==> src/rtl/board_dot_scanner_if.sv <==
// Scan bus for board_dot_scanner: enable/board/cursor toward the scanner, dot matrix drive back.
interface board_dot_scanner_if #(
    parameter int unsigned GRID = 3
) ();
    localparam int unsigned DIM = 4 * GRID - 1;

    logic                   en;
    logic [2*GRID*GRID-1:0] board;
    logic [3:0]             cursor;
    logic [DIM-1:0]         dot_row;
    logic [DIM-1:0]         dot_col;
    logic                   frame_start;

    modport master (
        output en, board, cursor,
        input  dot_row, dot_col, frame_start
    );

    modport slave (
        input  en, board, cursor,
        output dot_row, dot_col, frame_start
    );
endinterface

==> src/rtl/board_dot_scanner.sv <==
// Row-multiplexed dot-matrix scanner for a GRID x GRID board of 3x3 glyphs with 1-dot gaps.
// Define CURSOR_BLINK_EN to blank the cursor cell on alternate blink phases.
module board_dot_scanner #(
    parameter int unsigned GRID         = 3,
    parameter int unsigned ROW_DIV      = 12500,
    parameter int unsigned BLINK_FRAMES = 16
) (
    input logic                clk,
    input logic                rst,
    board_dot_scanner_if.slave scan
);
    localparam int unsigned DIM = 4 * GRID - 1;
    localparam int unsigned BW  = 2 * GRID * GRID;
    localparam int unsigned CW  = (ROW_DIV > 1) ? $clog2(ROW_DIV) : 1;
    localparam int unsigned RW  = $clog2(DIM);

    logic [CW-1:0]  div_q, div_d;
    logic           idle_q, idle_d;
    logic [RW-1:0]  row_idx_q, row_idx_d;
    logic [DIM-1:0] dot_row_q, dot_row_d;
    logic [DIM-1:0] dot_col_q, dot_col_d;
    logic           frame_start_q, frame_start_d;
    logic [BW-1:0]  snap_q, snap_d;

    logic           tick;
    logic [RW-1:0]  next_row;
    logic           start_frame;

    logic           hide_live_en, hide_snap_en;
    logic [3:0]     hide_live_idx, hide_snap_idx;

    // One glyph row for every cell on a dot row; gap rows and gap columns stay dark.
    function automatic logic [DIM-1:0] render_row(logic [RW-1:0] row, logic [BW-1:0] b,
                                                  logic hide_en, logic [3:0] hide_idx);
        logic [DIM-1:0] col;
        logic [1:0]     code;
        logic [2:0]     glyph;
        int unsigned    cr;
        int unsigned    k;
        col = '0;
        cr  = 32'(row[RW-1:2]);
        if (row[1:0] != 2'd3) begin
            for (int unsigned cc = 0; cc < GRID; cc++) begin
                k    = cr * GRID + cc;
                code = b[2*k +: 2];
                if (hide_en && (32'(hide_idx) == k)) begin
                    code = 2'b00;
                end
                case (code)
                    2'b00:   glyph = 3'b000;
                    2'b01:   glyph = (row[1:0] == 2'd1) ? 3'b010 : 3'b101;
                    2'b10:   glyph = (row[1:0] == 2'd1) ? 3'b101 : 3'b111;
                    default: glyph = 3'b111;
                endcase
                col[4*cc +: 3] = glyph;
            end
        end
        return col;
    endfunction

    assign tick        = scan.en && (div_q == CW'(ROW_DIV - 1));
    assign next_row    = (idle_q || (row_idx_q == RW'(DIM - 1))) ? '0 : row_idx_q + 1'b1;
    assign start_frame = tick && (next_row == '0);

    always_comb begin
        div_d         = div_q;
        idle_d        = idle_q;
        row_idx_d     = row_idx_q;
        dot_row_d     = dot_row_q;
        dot_col_d     = dot_col_q;
        frame_start_d = 1'b0;
        snap_d        = snap_q;
        if (!scan.en) begin
            div_d     = '0;
            idle_d    = 1'b1;
            dot_row_d = '0;
            dot_col_d = '0;
        end else begin
            div_d = tick ? '0 : div_q + 1'b1;
            if (tick) begin
                idle_d    = 1'b0;
                row_idx_d = next_row;
                dot_row_d = DIM'(1) << next_row;
                if (start_frame) begin
                    // Row 0 bypasses the snapshot so the new frame shows the live board at once.
                    snap_d        = scan.board;
                    frame_start_d = 1'b1;
                    dot_col_d     = render_row(next_row, scan.board, hide_live_en, hide_live_idx);
                end else begin
                    dot_col_d     = render_row(next_row, snap_q, hide_snap_en, hide_snap_idx);
                end
            end
        end
    end

    always_ff @(posedge clk or posedge rst) begin
        if (rst) begin
            div_q         <= '0;
            idle_q        <= 1'b1;
            row_idx_q     <= '0;
            dot_row_q     <= '0;
            dot_col_q     <= '0;
            frame_start_q <= 1'b0;
            snap_q        <= '0;
        end else begin
            div_q         <= div_d;
            idle_q        <= idle_d;
            row_idx_q     <= row_idx_d;
            dot_row_q     <= dot_row_d;
            dot_col_q     <= dot_col_d;
            frame_start_q <= frame_start_d;
            snap_q        <= snap_d;
        end
    end

`ifdef CURSOR_BLINK_EN
    localparam int unsigned FW = (BLINK_FRAMES > 1) ? $clog2(BLINK_FRAMES) : 1;

    logic [FW-1:0] frame_cnt_q, frame_cnt_d;
    logic          blink_q, blink_d;
    logic          snap_blink_q, snap_blink_d;
    logic [3:0]    snap_cursor_q, snap_cursor_d;

    // Phase is latched with the board at frame start, so a frame renders with one phase throughout.
    always_comb begin
        frame_cnt_d   = frame_cnt_q;
        blink_d       = blink_q;
        snap_blink_d  = snap_blink_q;
        snap_cursor_d = snap_cursor_q;
        if (frame_start_q) begin
            if (frame_cnt_q == FW'(BLINK_FRAMES - 1)) begin
                frame_cnt_d = '0;
                blink_d     = ~blink_q;
            end else begin
                frame_cnt_d = frame_cnt_q + 1'b1;
            end
        end
        if (start_frame) begin
            snap_blink_d  = blink_q;
            snap_cursor_d = scan.cursor;
        end
    end

    always_ff @(posedge clk or posedge rst) begin
        if (rst) begin
            frame_cnt_q   <= '0;
            blink_q       <= 1'b0;
            snap_blink_q  <= 1'b0;
            snap_cursor_q <= '0;
        end else begin
            frame_cnt_q   <= frame_cnt_d;
            blink_q       <= blink_d;
            snap_blink_q  <= snap_blink_d;
            snap_cursor_q <= snap_cursor_d;
        end
    end

    assign hide_live_en  = blink_q;
    assign hide_live_idx = scan.cursor;
    assign hide_snap_en  = snap_blink_q;
    assign hide_snap_idx = snap_cursor_q;
`else
    logic unused_cfg;
    assign unused_cfg    = ^{scan.cursor, BLINK_FRAMES[0]};
    assign hide_live_en  = 1'b0;
    assign hide_live_idx = '0;
    assign hide_snap_en  = 1'b0;
    assign hide_snap_idx = '0;
`endif

    assign scan.dot_row     = dot_row_q;
    assign scan.dot_col     = dot_col_q;
    assign scan.frame_start = frame_start_q;

endmodule

==> src/flat_wrapper.sv <==
// flat-port wrapper written by rule: the top's interface ports become plain ports
module board_dot_scanner_flat 
#(
    parameter int unsigned GRID         = 3,
    parameter int unsigned ROW_DIV      = 12500,
    parameter int unsigned BLINK_FRAMES = 16
)
  (clk, rst, scan_en, scan_board, scan_cursor, scan_dot_row, scan_dot_col, scan_frame_start);
  board_dot_scanner_if #(.GRID(GRID)) scan_i ();
  input logic clk;
  input logic rst;
  input wire logic [$bits(scan_i.en)-1:0] scan_en;
  input wire logic [$bits(scan_i.board)-1:0] scan_board;
  input wire logic [$bits(scan_i.cursor)-1:0] scan_cursor;
  output wire logic [$bits(scan_i.dot_row)-1:0] scan_dot_row;
  output wire logic [$bits(scan_i.dot_col)-1:0] scan_dot_col;
  output wire logic [$bits(scan_i.frame_start)-1:0] scan_frame_start;
  assign scan_i.en = scan_en;
  assign scan_i.board = scan_board;
  assign scan_i.cursor = scan_cursor;
  assign scan_dot_row = scan_i.dot_row;
  assign scan_dot_col = scan_i.dot_col;
  assign scan_frame_start = scan_i.frame_start;
  board_dot_scanner #(.GRID(GRID), .ROW_DIV(ROW_DIV), .BLINK_FRAMES(BLINK_FRAMES)) u_core (.clk(clk), .rst(rst), .scan(scan_i));
endmodule
==> config.mk <==
export PLATFORM = sky130hd
export DESIGN_NAME = board_dot_scanner_flat
export DESIGN_NICKNAME = d
export VERILOG_FILES = /design/src/rtl/board_dot_scanner_if.sv /design/src/rtl/board_dot_scanner.sv /design/src/flat_wrapper.sv
export SDC_FILE = /design/constraint.sdc
export NUM_CORES = 1
export LEC_CHECK = 0
export CAP_MARGIN = 10
export CORE_MARGIN = 3
export CORE_UTILIZATION = 30
export CTS_CLUSTER_DIAMETER = 30
export DETAILED_ROUTE_END_ITERATION = 10
export SKIP_CTS_REPAIR_TIMING = 1
export SYNTH_ARGS = -nofsm -noshare
export SYNTH_HDL_FRONTEND = slang
export SYNTH_SLANG_ARGS = --single-unit
==> constraint.sdc <==
create_clock -name clk -period 2.4 [get_ports clk]
set_clock_uncertainty 0.05 [all_clocks]
set_input_delay 0.48 -clock clk [delete_from_list [all_inputs] [get_ports clk]]
set_output_delay 0.48 -clock clk [all_outputs]
set_load 0.03 [all_outputs]
==> results.txt, run 1 <==
status: finished clean
Cell Area, Synth: 2850 um2
flops & latches, synth: 55
core area: 8980 um2
hold path cells: 2
Post-synth EDFFs: 0
Placer Congestion: 0.882
die width: 103 um
final setup vio count: 0
worst reg2reg path startpoint: u_core.row_idx_q[1]
first-pass detailed-route iteration total: 4
async set-reset flop share out of synthesis: 100%
Power Density: 453 nW/um2
largest net degree at the start of global routing: 24
final hold violation count: 0
XOR/XNOR Fraction of Synth Area: 4.31%
die footprint: 10700 um2
Synth Area in Compound Gates: 14.1%
yosys warns: 0
Post-Synth Simple-Gate Area: 19.0%
CTS Sinks: 55
Worst Setup Start Kind: flop
Max FO, Critical Path: 7
remaining antenna violation count: 0
number of DRC markers in iteration 0: 88
Seq/Total Area, Yosys: 48.4%
Tmin final: 2.28 ns
Top FF cell, synth: dfrtp_1
CTS buffer count: 5
Max VDD drop: 276 uV
Pleak: 1.53 nW
Port Buffers: 41
unrepaired setup endpoints after global routing: false
share of layout cells above drive strength 1: 18.8%
Ports: 48
gr usage total: 12.4%
total negative slack: 0 ns
insertion delay to the later sink of the worst-skew pair: 0.30 ns
initial cell density of the core: 31.7%
final antenna diode count: 0
number of antenna violations at the first check in global routing: 0
final std cells w/o fill: 446
Nets: 348
worst hold path type: reg2reg
Peak Freq: 438 MHz
reg2reg end: u_core.scan.dot_col[8]
Adder-Cell Fraction of Synth Area: 1.32%
Setup CP Type: reg2reg
post-synthesis mux area share: 8.53%
vias in the first global route: 2113
FF-to-FF path depth: 7
Worst Hold Endpoint: u_core.scan.dot_row[6]
H-tree depth: 2
hpwl dp: 4860 um
Setup crit end kind: flop
Tcrit/Tclk final: 95.1%
WL final: 6350 um
DRC: 0
Syn Inst Count: 271
Clock Pin Slew Worst Setup and Hold Paths: 0.10 ns
Worst Hold Launch: u_core.scan.dot_row[6]
largest family of logic cells by synthesized area: simple AND/OR/NAND/NOR gates
max-slew violation count: 0
placed cells: 439
Yosys cell types: 59
clk root buf: clkbuf_8
Die H: 103 um
Max clock buf depth: 2
Register-to-Register Setup Slack: 0.12 ns
Worst-Margin Slew: 0.511 ns
Arr. time, crit path: 2.41 ns
std cell rows: 34
max_cap viols: 0
Critical Path RT: 2.53 ns
first-pass GRT wire length: 10500 um
Max-Slew Margin vs Limit: 65.8%
via count: 2151
Avg Inst Size Synth: 10.5 um2
total gr overflow: 0
WL per Instance: 14.2 um
vias per cell: 4.82
TritonCTS clock tree: done
area added between synthesis and finish: 25.1%
sequential cells by signal (all words and copies together) (netlist names):
signal / cells
u_core.snap_q: 18
u_core.idle_q: 1
u_core.scan.dot_col: 6
u_core.scan.frame_start: 1
u_core.div_q: 14
u_core.scan.dot_row: 11
u_core.row_idx_q: 4
report_power, final:
group	internal [mW]	switching, mW
Sequential	0.930	0.00469
Combinational	0.0401	0.0435
Clock	0.306	0.289
through the flow:
step	setup slack, ns	utilization (%)	hold slack [ns]	total power [mW]	area [um2]
floorplan	0.146	-	0.405	0.987	2850
CTS	0.0482	39.4	0.438	1.64	3540
detailed placement	0.0300	38.3	0.413	1.04	3430
global route	0.00837	39.7	0.469	1.68	3560
finish	0.118	39.7	0.431	1.61	3560
global placement	0.0506	38.3	0.413	1.04	3430
logic make-up (layout without fill, tap and decap cells):
| group | Yosys count | after routing |
|---|---|---|
| flip-flops | 55 | 55 |
| AO/OA/AOI/OAI | 52 | 52 |
| buffers and inverters | 20 | 68 |
| AND/OR/NAND/NOR | 104 | 104 |
| adder cells (fa/ha/maj) | 3 | 3 |
| XOR/XNOR | 14 | 14 |
| multiplexers | 22 | 22 |
| other | 1 | 2 |
worst max path at each step:
stage                                   start                     end  slack [ns]  depth (start not counted)
after floorplan           u_core.row_idx_q[0]       u_core.snap_q[10]        0.15                          8
after global placement                scan_en        u_core.snap_q[1]        0.05                          6
after detailed placement              scan_en        u_core.snap_q[1]        0.03                          6
after CTS                 u_core.row_idx_q[1]  u_core.scan.dot_col[6]        0.05                          7
after global routing      u_core.row_idx_q[0]  u_core.scan.dot_col[6]       0.008                          8
final                     u_core.row_idx_q[1]  u_core.scan.dot_col[8]        0.12                          7
routing by layer:
| metal | track usage, % | vias to the layer above | wire length (um) |
|---|---|---|---|
| met5 | 0 | - | 0 |
| met4 | 3.59 | 0 | 48 |
| met3 | 3.02 | 6 | 340 |
| met2 | 18.1 | 55 | 2790 |
| met1 | 18.2 | 1028 | 3180 |
| li1 | - | 1062 | - |
critical path, stage by stage, from the launching register on:
cell,delay [ns]
dfrtp_1,0.49
ha_2,0.32
a21boi_1,0.33
a21oi_1,0.16
and4_1,0.23
a211o_1,0.26
a211oi_1,0.23
o31ai_1,0.10
cell usage after synthesis, drive strengths merged (3+ instances only):
library cell,instances,area (um2)
nor2,23,86.3
clkbuf,3,12.5
nand3,9,45.0
or3,4,25.0
a21oi,4,35.0
and3,3,21.3
nand4,4,25.0
o21ai,16,83.8
nor3,4,36.3
xor2,8,70.1
mux2,18,203
a211oi,4,42.5
nor3b,4,30.0
buf,10,81.3
dfrtp,54,1350
and2,4,25.0
ha,3,37.5
xnor2,6,52.6
a31oi,4,25.0
a22oi,5,37.5
inv,7,26.3
nand2,36,135
o31ai,5,37.5
mux2i,4,40.0
cell type report:
cell class | instances | area (um2)
inverters | 7 | 26.3
flip-flops and latches | 55 | 1380
clock buffers | 6 | 72.6
clock inverters | 1 | 30.0
fillers | 914 | 5420
multi-input cells | 197 | 1380
well taps | 126 | 158
repair buffers | 54 | 520
layout by cell type, fill, tap and decap left out, types with 5 or more instances in the layout:
cell and count:
nand2_1 36, dfrtp_1 54, nor2_1 23, clkbuf_8 5, a22oi_1 5, nand3_1 9
o21ai_0 13, xor2_1 8, mux2_2 18, o31ai_1 5, xnor2_1 6, inv_1 5
buf_4 12, clkdlybuf4s50_1 41
(Power assumes the default switching activity.)
==> inputs of run 2 (changes only) <==
- CORE_MARGIN: 3 -> default
- CORE_UTILIZATION: 30 -> 53
- PLACE_DENSITY: default -> 0.8
==> run 2 against run 1 <==
Net effect: sequential share of layout area is 1.0 points higher; first-iteration DRC count increased by 100%; cell area is 2.6% lower; largest power group unchanged; clock power fell by 12%; largest cell class is now multi-input combinational cells.
==> results.txt, run 2 (synthesis gave the netlist of run 1 again) <==
status: finished clean
max_cap viols: 0 (unchanged)
hpwl dp: 4490 um (-7.5%)
CP top delay family: compound AO/OA/AOI/OAI gates
Worst Setup Start Kind: flop
first-pass detailed-route iteration total: 4 (unchanged)
die footprint: 5670 um2 (-47%)
first-pass GRT wire length: 9720 um (-7.4%)
CTS buffer count: 5 (unchanged)
TritonCTS clock tree: done
DRC: 0 (unchanged)
share of layout cells above drive strength 1: 19.2% (+0.43 points)
reg2reg end: u_core.scan.dot_col[8]
CP cell instances: a31oi_1 > a211oi_4 > buf_4 > nor3_1 > a211oi_1 > o31ai_1
Setup CP Type: reg2reg
leading cell type in the layout, fill and taps excluded: dfrtp_1
die width: 75.3 um (-27%)
filler cell count in the final layout: 448 (-51%)
max-slew violation count: 0 (unchanged)
post-route cell area: 3470 um2 (-2.6%)
final std cells w/o fill: 388 (-13%)
worst path bufs/invs: 1 (+1)
Register-to-Register Setup Slack: 0.12 ns (about the same)
hold path cells: 2 (unchanged)
placed cells: 380 (-13%)
vias in the first global route: 2099 (-0.66%)
unrepaired setup endpoints after global routing: true
WL per Instance: 15.5 um (+8.8%)
FF-to-FF path depth: 6 (-1)
area added between synthesis and finish: 21.8%
vias per cell: 5.61 (+16%)
Max-Slew Margin vs Limit: 65.6% (-0.19 points)
Arr. time, crit path: 2.45 ns (+0.04 ns)
core area: 5140 um2 (-43%)
Worst Hold Launch: u_core.scan.dot_row[0]
Setup crit end kind: flop
std cell rows: 26 (-24%)
Worst Hold Endpoint: u_core.scan.dot_row[0]
Max clock buf depth: 2 (unchanged)
Tmin final: 2.28 ns (-0.00255 ns)
worst hold path type: reg2reg
remaining antenna violation count: 0 (unchanged)
placed cell areas: 3340 um2 (-2.7%)
number of DRC markers in iteration 0: 180 (+100%)
largest net degree at the start of global routing: 25 (+4.2%)
commonest cells after routing, fill and taps aside: 54 x dfrtp_1, 41 x clkdlybuf4s50_1, 36 x nand2_1
Max FO, Critical Path: 14 (+7)
insertion delay to the later sink of the worst-skew pair: 0.31 ns (about the same)
Clock Pin Slew Worst Setup and Hold Paths: 0.10 ns (about the same)
CTS Sinks: 55 (unchanged)
initial cell density of the core: 55.4% (+24 points)
Ports: 48 (unchanged)
via count: 2177 (+1.2%)
Placer Congestion: 0.898 (+1.8%)
worst reg2reg path startpoint: u_core.row_idx_q[2]
WL final: 6010 um (-5.3%)
Pleak: 1.51 nW (-1.3%)
Power Density: 444 nW/um2 (-2.0%)
Tcrit/Tclk final: 95.0% (-0.11 points)
final hold violation count: 0 (unchanged)
CP max-delay cell: dfrtp_1
final setup vio count: 0 (unchanged)
max reg flops: 18 (unchanged)
total gr overflow: 0 (unchanged)
gr usage total: 22.9% (+10 points)
Port Buffers: 41 (unchanged)
Nets: 345 (-0.86%)
H-tree depth: 2 (unchanged)
clk root buf: clkbuf_8
pre-CTS WS: 0.0595 ns (+0.0295 ns)
Peak Freq: 439 MHz (+0.11%)
Worst Setup Slack, final: 0.121 ns (+0.00255 ns)
largest register by flop count: u_core.snap_q
Critical Path RT: 2.57 ns (+0.04 ns)
Worst-Margin Slew: 0.513 ns (+0.00278 ns)
number of antenna violations at the first check in global routing: 0 (unchanged)
final antenna diode count: 0 (unchanged)
Die H: 75.3 um (-27%)
Max VDD drop: 341 uV (+23%)
CP peak stage delay: 0.56 ns (+0.07 ns)
run 2: cell types whose count changed in the layout (fill, tap and decap cells not counted), sizes merged:
| cell | change |
|---|---|
| buf | -3 |
| clkinv | +2 |
| bufinv | -1 |
| clkbuf | -1 |
| clkinvlp | +1 |
run 2: layer usage:
metal  up-vias  global-route usage [%]  wire [um]
met1      1043                    31.8       2680
li1       1052                       -          -
met4         0                    7.61        102
met2        71                    36.8       2940
met3        11                    3.61        299
met5         -                       0          0
run 2: where the power goes:
group / internal [mW] / leakage [nW] / switching, mW
clock: 0.209 / 0.0443 / 0.312
sequential: 0.930 / 0.758 / 0.00488
combinational: 0.0401 / 0.707 / 0.0436
run 2: how the worst max path moves through the flow:
stage                         from                      to  depth (start not counted)
2_1_floorplan  u_core.row_idx_q[0]       u_core.snap_q[10]                          8
3_3_place_gp               scan_en  u_core.scan.dot_col[8]                          8
3_5_place_dp               scan_en  u_core.scan.dot_col[8]                          8
4_1_cts        u_core.row_idx_q[1]  u_core.scan.dot_col[8]                          7
5_1_grt        u_core.row_idx_q[0]  u_core.scan.dot_col[1]                          8
6_report       u_core.row_idx_q[2]  u_core.scan.dot_col[8]                          6
run 2: tightest hold or removal path: cells and delay by family, from the launching register on:
kind | cells | cell delay, ns
flip-flops | 1 | 0.35
AND/OR/NAND/NOR | 2 | 0.10
run 2: through the flow:
step | TNS (ns) | utilization [%] | total power, mW | hold slack, ns
global placement | 0 | 65.0 | 1.04 | 0.412
finish | 0 | 67.5 | 1.54 | 0.430
global route | -0.0180 | 67.5 | 1.59 | 0.472
detailed placement | 0 | 65.0 | 1.04 | 0.412
floorplan | 0 | - | 0.987 | 0.405
CTS | 0 | 66.8 | 1.56 | 0.435
run 2: cell type report:
cell class | count | area (um2) | share of cell area (%)
Clock buffer | 5 | 68.8 | 1.98
Sequential cell | 55 | 1380 | 39.7
Clock inverter | 3 | 25.0 | 0.721
Timing Repair Buffer | 51 | 498 | 14.4
Tap cell | 70 | 87.6 | 2.53
Multi-Input combinational cell | 197 | 1390 | 39.9
Inverter | 7 | 26.3 | 0.758
